===== config.mk =====
export PLATFORM = sky130hd
export DESIGN_NAME = mmio_snapshot_master
export DESIGN_NICKNAME = d
export VERILOG_FILES = /design/src/rtl/mmio_snapshot_master.sv
export SDC_FILE = /design/constraint.sdc
export NUM_CORES = 1
export LEC_CHECK = 0
export ABC_CLOCK_PERIOD_IN_PS = 4400
export BUFFER_PORTS_ARGS = -buffer_cell sky130_fd_sc_hd__buf_2
export CORE_ASPECT_RATIO = 0.5
export CORE_MARGIN = 10
export CORE_UTILIZATION = 56
export CTS_BUF_LIST = sky130_fd_sc_hd__clkbuf_16
export DETAILED_ROUTE_END_ITERATION = 8
export PLACE_DENSITY_LB_ADDON = 0.25
export SETUP_SLACK_MARGIN = 0.15
export SKIP_CTS_REPAIR_TIMING = 1
export SYNTH_ARGS = -nofsm -noshare
export SYNTH_HDL_FRONTEND = slang
export SYNTH_SLANG_ARGS = --single-unit

===== constraint.sdc =====
create_clock -name clock -period 4.4 [get_ports clock]
set_input_delay 0.44 -clock clock [delete_from_list [all_inputs] [get_ports clock]]
set_output_delay 0.44 -clock clock [all_outputs]
set_load 0.05 [all_outputs]

===== src/rtl/mmio_snapshot_master.sv =====
// mmio_snapshot_master
// Bus-master sequencer that walks the coprocessor window (address bit 12 = 1)
// in select order. For every select enabled in SEL_MASK it reads spec word 0
// and copies it into consecutive dmem words starting at DEST_BASE.
// Optional feature macro: SNAPSHOT_STAMP_EN appends one extra dmem word
// holding the frame number after the last select.
//
// Handshake: bus_req is held high in every state except IDLE. REQ waits for
// bus_gnt. In SCAN, RD, WR and STAMP nothing advances while bus_gnt is low,
// and m_wren is gated by bus_gnt, so a write only happens on a granted cycle.
// o_dbg_state exposes the FSM state for observation.
module mmio_snapshot_master #(
    parameter logic [31:0] SEL_MASK  = 32'h03033033,
    parameter logic [11:0] DEST_BASE = 12'hF00
) (
    input  logic        clock,
    input  logic        reset,
    input  logic        start,
    output logic        busy,
    output logic        done,
    output logic        bus_req,
    input  logic        bus_gnt,
    output logic [12:0] m_address,
    output logic [31:0] m_data,
    output logic        m_wren,
    input  logic [31:0] m_rdata,
    output logic [15:0] frame_count,
    output logic [2:0]  o_dbg_state
);

    typedef enum logic [2:0] {
        S_IDLE  = 3'd0,
        S_REQ   = 3'd1,
        S_SCAN  = 3'd2,
        S_RD    = 3'd3,
        S_WR    = 3'd4,
`ifdef SNAPSHOT_STAMP_EN
        S_STAMP = 3'd5,
`endif
        S_DONE  = 3'd6
    } state_t;

    // State entered after the final select has been handled.
`ifdef SNAPSHOT_STAMP_EN
    localparam state_t S_LAST = S_STAMP;
`else
    localparam state_t S_LAST = S_DONE;
`endif

    state_t      r_state;
    state_t      w_next;
    logic [4:0]  r_ptr;
    logic [11:0] r_idx;
    logic [31:0] r_hold;
    logic [12:0] r_addr;
    logic [15:0] r_frame;

    logic        w_sel_en;
    logic        w_last;
    logic [11:0] w_dest;

    assign w_sel_en = SEL_MASK[r_ptr];
    assign w_last   = (r_ptr == 5'd31);
    // 12-bit sum: destination wraps modulo 4096.
    assign w_dest   = DEST_BASE + r_idx;

    assign m_address   = r_addr;
    assign frame_count = r_frame;
    assign o_dbg_state = r_state;

`ifdef SNAPSHOT_STAMP_EN
    // Stamp word carries the frame number this sweep is about to complete.
    assign m_data = (r_state == S_STAMP) ? {16'b0, r_frame + 16'd1} : r_hold;
`else
    assign m_data = r_hold;
`endif

    // State register; reset wins over everything including start.
    always_ff @(posedge clock) begin
        if (!reset) begin
            r_state <= S_IDLE;
        end else begin
            r_state <= w_next;
        end
    end

    // Next-state and per-state outputs; granted cycles advance, others hold.
    always_comb begin
        w_next  = r_state;
        busy    = (r_state != S_IDLE);
        bus_req = (r_state != S_IDLE);
        done    = 1'b0;
        m_wren  = 1'b0;
        case (r_state)
            S_IDLE: begin
                if (start) w_next = S_REQ;
            end
            S_REQ: begin
                if (bus_gnt) w_next = S_SCAN;
            end
            S_SCAN: begin
                if (bus_gnt) begin
                    if (w_sel_en)    w_next = S_RD;
                    else if (w_last) w_next = S_LAST;
                end
            end
            S_RD: begin
                if (bus_gnt) w_next = S_WR;
            end
            S_WR: begin
                m_wren = bus_gnt;
                if (bus_gnt) w_next = w_last ? S_LAST : S_SCAN;
            end
`ifdef SNAPSHOT_STAMP_EN
            S_STAMP: begin
                m_wren = bus_gnt;
                if (bus_gnt) w_next = S_DONE;
            end
`endif
            S_DONE: begin
                done   = 1'b1;
                w_next = S_IDLE;
            end
            default: w_next = S_IDLE;
        endcase
    end

    // Datapath: select pointer, slot index, read hold, bus address, frame count.
    always_ff @(posedge clock) begin
        if (!reset) begin
            r_ptr   <= 5'd0;
            r_idx   <= 12'd0;
            r_hold  <= 32'd0;
            r_addr  <= 13'd0;
            r_frame <= 16'd0;
        end else begin
            case (r_state)
                S_REQ: begin
                    if (bus_gnt) begin
                        r_ptr <= 5'd0;
                        r_idx <= 12'd0;
                    end
                end
                S_SCAN: begin
                    if (bus_gnt) begin
                        if (w_sel_en) begin
                            r_addr <= {1'b1, r_ptr, 5'b0, 2'b0};
                        end else if (!w_last) begin
                            r_ptr <= r_ptr + 5'd1;
                        end else begin
`ifdef SNAPSHOT_STAMP_EN
                            r_addr <= {1'b0, w_dest};
`endif
                        end
                    end
                end
                S_RD: begin
                    if (bus_gnt) begin
                        r_hold <= m_rdata;
                        r_addr <= {1'b0, w_dest};
                    end
                end
                S_WR: begin
                    if (bus_gnt) begin
                        r_idx <= r_idx + 12'd1;
                        if (!w_last) begin
                            r_ptr <= r_ptr + 5'd1;
                        end else begin
`ifdef SNAPSHOT_STAMP_EN
                            r_addr <= {1'b0, w_dest + 12'd1};
`endif
                        end
                    end
                end
                S_DONE: begin
                    r_frame <= r_frame + 16'd1;
                end
                default: begin
                end
            endcase
        end
    end

endmodule


==> flow_summary.ini <==
[outcome]
outcome = finished clean

[die]
fp.dieW_um = 136
die_y_um = 78.0
floorplan.die_area_um2 = 10600
initial_core_util = 0.599
ioPinCount = 104
rows = 20
core_um2 = 6280

[sta]
slew_headroom = 0.245
min_period_ns = 2.70
rsz0062_at_grt = false
slew_violations = 0
worst_pin_slew_ns = 1.13
tns_ns = 0
hold_violations = 0
fmax_ghz = 0.370
fin_crit_sh = 0.615
finalSetupViolations = 0
fin_ws_ns = 1.70
fin_worst_skew_ns = 0.00517

[critical_path]
reg2reg_to = m_data[14]$_SDFFE_PN0P_
crit_fanout = 29
cp-startpoint = o_dbg_state[0]$_SDFFE_PN0P_
rr_startpoint = o_dbg_state[0]$_SDFFE_PN0P_
start_kind = flip-flop
endpoint = m_data[14]$_SDFFE_PN0P_
crit_type = flip-flop to flip-flop
crit_arrival_ns = 2.96
end_kind = flip-flop
reg2reg_depth = 5
ff2ff_setup_slack_ns = 1.70
cp.required_ns = 4.65

[synthesis]
syn-num-nets = 492
ys_types = 43
seq_area_frac_synth = 0.436
synth_seq_cells = 82
synth-edff-count = 0
synth_area_per_cell_um2 = 8.34
syn_inst = 451
syn-cell-area_um2 = 3760
ys_async_sr_fraction = 0
ys.warnings.count = 0
synthFlopType = dfxtp_1

[global_route]
grt_max_degree = 53
grt_usage = 0.169
antenna_found_initial = 0
grt_pass1_vias = 3123
gr-total-overflow = 0
grt_pass1_wl_mm = 15.2

[power_and_ir_drop]
pwr-share-comb = 0.102
vdd_ir_drop_max_v = 0.000254
power_density_nw_per_um2 = 379
p_int_uw = 1310
net-switching-power_uw = 441
power.share.clock = 0.453
p_leak_uw = 0.00193
seq_power_share = 0.445
swShare = 0.252

[placed_design]
io_buffers = 103
hpwl_mm = 6.35
place_ws_ns = 1.75
gp_congestion = 0.849

[layout]
syn2layout_area_growth_pct = 22.7
multi_input_area_um2 = 1970
final_nets = 581
regArea_um2 = 1640
antenna_cells = 0
fill_cells = 504
drive_gt1_frac = 0.237

[cts]
insertion_delay_ns = 0.34
path_clk_slew_ns = 0.06
cts-htree-levels = 3
ctsLongestPathBuffers = 2
cts_root_buf = clkbuf_16
cts_buffers = 9
cts_tree = built
clock_sinks = 82

[route]
wl_mm = 9.12
drcViolationCount = 0
viasPerCell = 5.24
antenna_left = 0
drt-wirelength-per-cell_um = 14.4
routed-via-count = 3320
drt_first_pass_iters = 5
drtIter0Drc = 270

[run]
cap_violations = 0

[worst_hold_path]
min_path_type = input port to flip-flop
## cell families after synthesis
logic type | after synthesis | synth area share
compound gates | 95 | 0.173
xor+xnor | 16 | 0.0372
fa+ha+maj | 5 | 0.0166
buf+inv | 38 | 0.0402
flops | 82 | 0.436
mux | 7 | 0.0190
simple gates | 208 | 0.278
## power by group through the flow
stage          logic, uW  registers (uW)  clock network, uW
2_1_floorplan        116             814                  0
3_3_place_gp         178             794                  0
3_5_place_dp         179             795                  0
4_1_cts              180             778                809
5_1_grt              195             782                833
6_report             178             779                792
## area by class of cell
class,count,share of cell area
Multi-Input combinational cell,331,0.427
Sequential cell,82,0.356
Timing Repair Buffer,106,0.117
Clock buffer,9,0.0488
Tap cell,88,0.0239
Clock inverter,7,0.0203
Inverter,10,0.00813
## how the worst min path moves through the flow
| stage | from | to | slack [ns] | cells past startpoint |
|---|---|---|---|---|
| 6_report | m_rdata[29] | m_data[29]$_SDFFE_PN0P_ | 0.35 | 3 |
| 5_1_grt | m_rdata[30] | m_data[30]$_SDFFE_PN0P_ | 0.35 | 3 |
| 4_1_cts | m_rdata[30] | m_data[30]$_SDFFE_PN0P_ | 0.34 | 3 |
| 3_5_place_dp | m_data[21]$_SDFFE_PN0P_ | m_data[21]$_SDFFE_PN0P_ | 0.45 | 2 |
| 2_1_floorplan | r_idx[11]$_SDFFE_PN0P_ | r_idx[11]$_SDFFE_PN0P_ | 0.47 | 2 |
| 3_3_place_gp | m_data[28]$_SDFFE_PN0P_ | m_data[28]$_SDFFE_PN0P_ | 0.45 | 2 |
## layout by cell type, fill, tap and decap left out, drive strengths merged, types with 3 or more instances in the layout
cell	netlist	final
mux2i	6	6
a22oi	10	10
buf	5	106
nand3	17	17
inv	10	10
o21ai	14	14
o21a	5	5
a211oi	5	5
nor3	6	6
and3	3	3
dfxtp	82	82
nand2	89	89
or3	6	6
xnor2	13	13
o22ai	3	3
a21oi	12	12
o31ai	3	3
and2	25	25
clkbuf	23	9
nor2b	23	23
nor2	14	14
clkinv	0	3
nand2b	10	10
ha	5	5
nand4	5	5
a21boi	37	37
xor2	3	3
## Yosys cell counts (all sizes together), types with 2 or more instances
master | instances | area (um^2)
o31ai | 3 | 22.5
nand4 | 5 | 31.3
nor2 | 14 | 52.6
clkbuf | 23 | 86.3
a21boi | 37 | 278
or3 | 6 | 37.5
o22ai | 3 | 18.8
a22oi | 10 | 75.1
nor2b | 23 | 144
and3 | 3 | 18.8
nand3 | 17 | 85.1
xnor2 | 13 | 114
buf | 5 | 27.5
xor2 | 3 | 26.3
o21a | 5 | 37.5
and4 | 2 | 17.5
and2 | 25 | 156
a21oi | 12 | 60.1
or3b | 2 | 20.0
inv | 10 | 37.5
ha | 5 | 62.6
mux2i | 6 | 60.1
a211oi | 5 | 37.5
nand2b | 10 | 62.6
nor3 | 6 | 30.0
nand2 | 89 | 334
dfxtp | 82 | 1640
o21ai | 14 | 70.1
## critical path: stages (launching register included)
cell and delay (ns):
dfxtp_1 0.83, and3b_1 0.49, and2_1 0.64, buf_4 0.38, nand2_1 0.10, a21boi_0 0.17
## flip-flops by register name (all words and copies together), names as in the netlist
name	cells
m_data	32
frame_count	16
m_address	13
r_idx	12
r_ptr	5
o_dbg_state	3
w_sel_en	1
## per-layer routing
metal | GRT usage | part of all wire
met5 | 0 | 0
met2 | 0.256 | 0.43
met1 | 0.214 | 0.45
met3 | 0.0842 | 0.11
met4 | 0.0317 | 0.0054
## per-stage QoR
stage          power (uW)  cell area (um^2)  std cells  utilization  hold WS (ns)
6_report             1750              4620        633        0.735         0.348
5_1_grt              1810              4620        633        0.735         0.346
4_1_cts              1770              4620        633        0.735         0.339
3_5_place_dp          974              4300        617        0.684         0.455
3_3_place_gp          972              4300        617        0.684         0.447
2_1_floorplan         930              3760        451            -         0.470
Note: power is estimated with default switching activity, not from simulation.
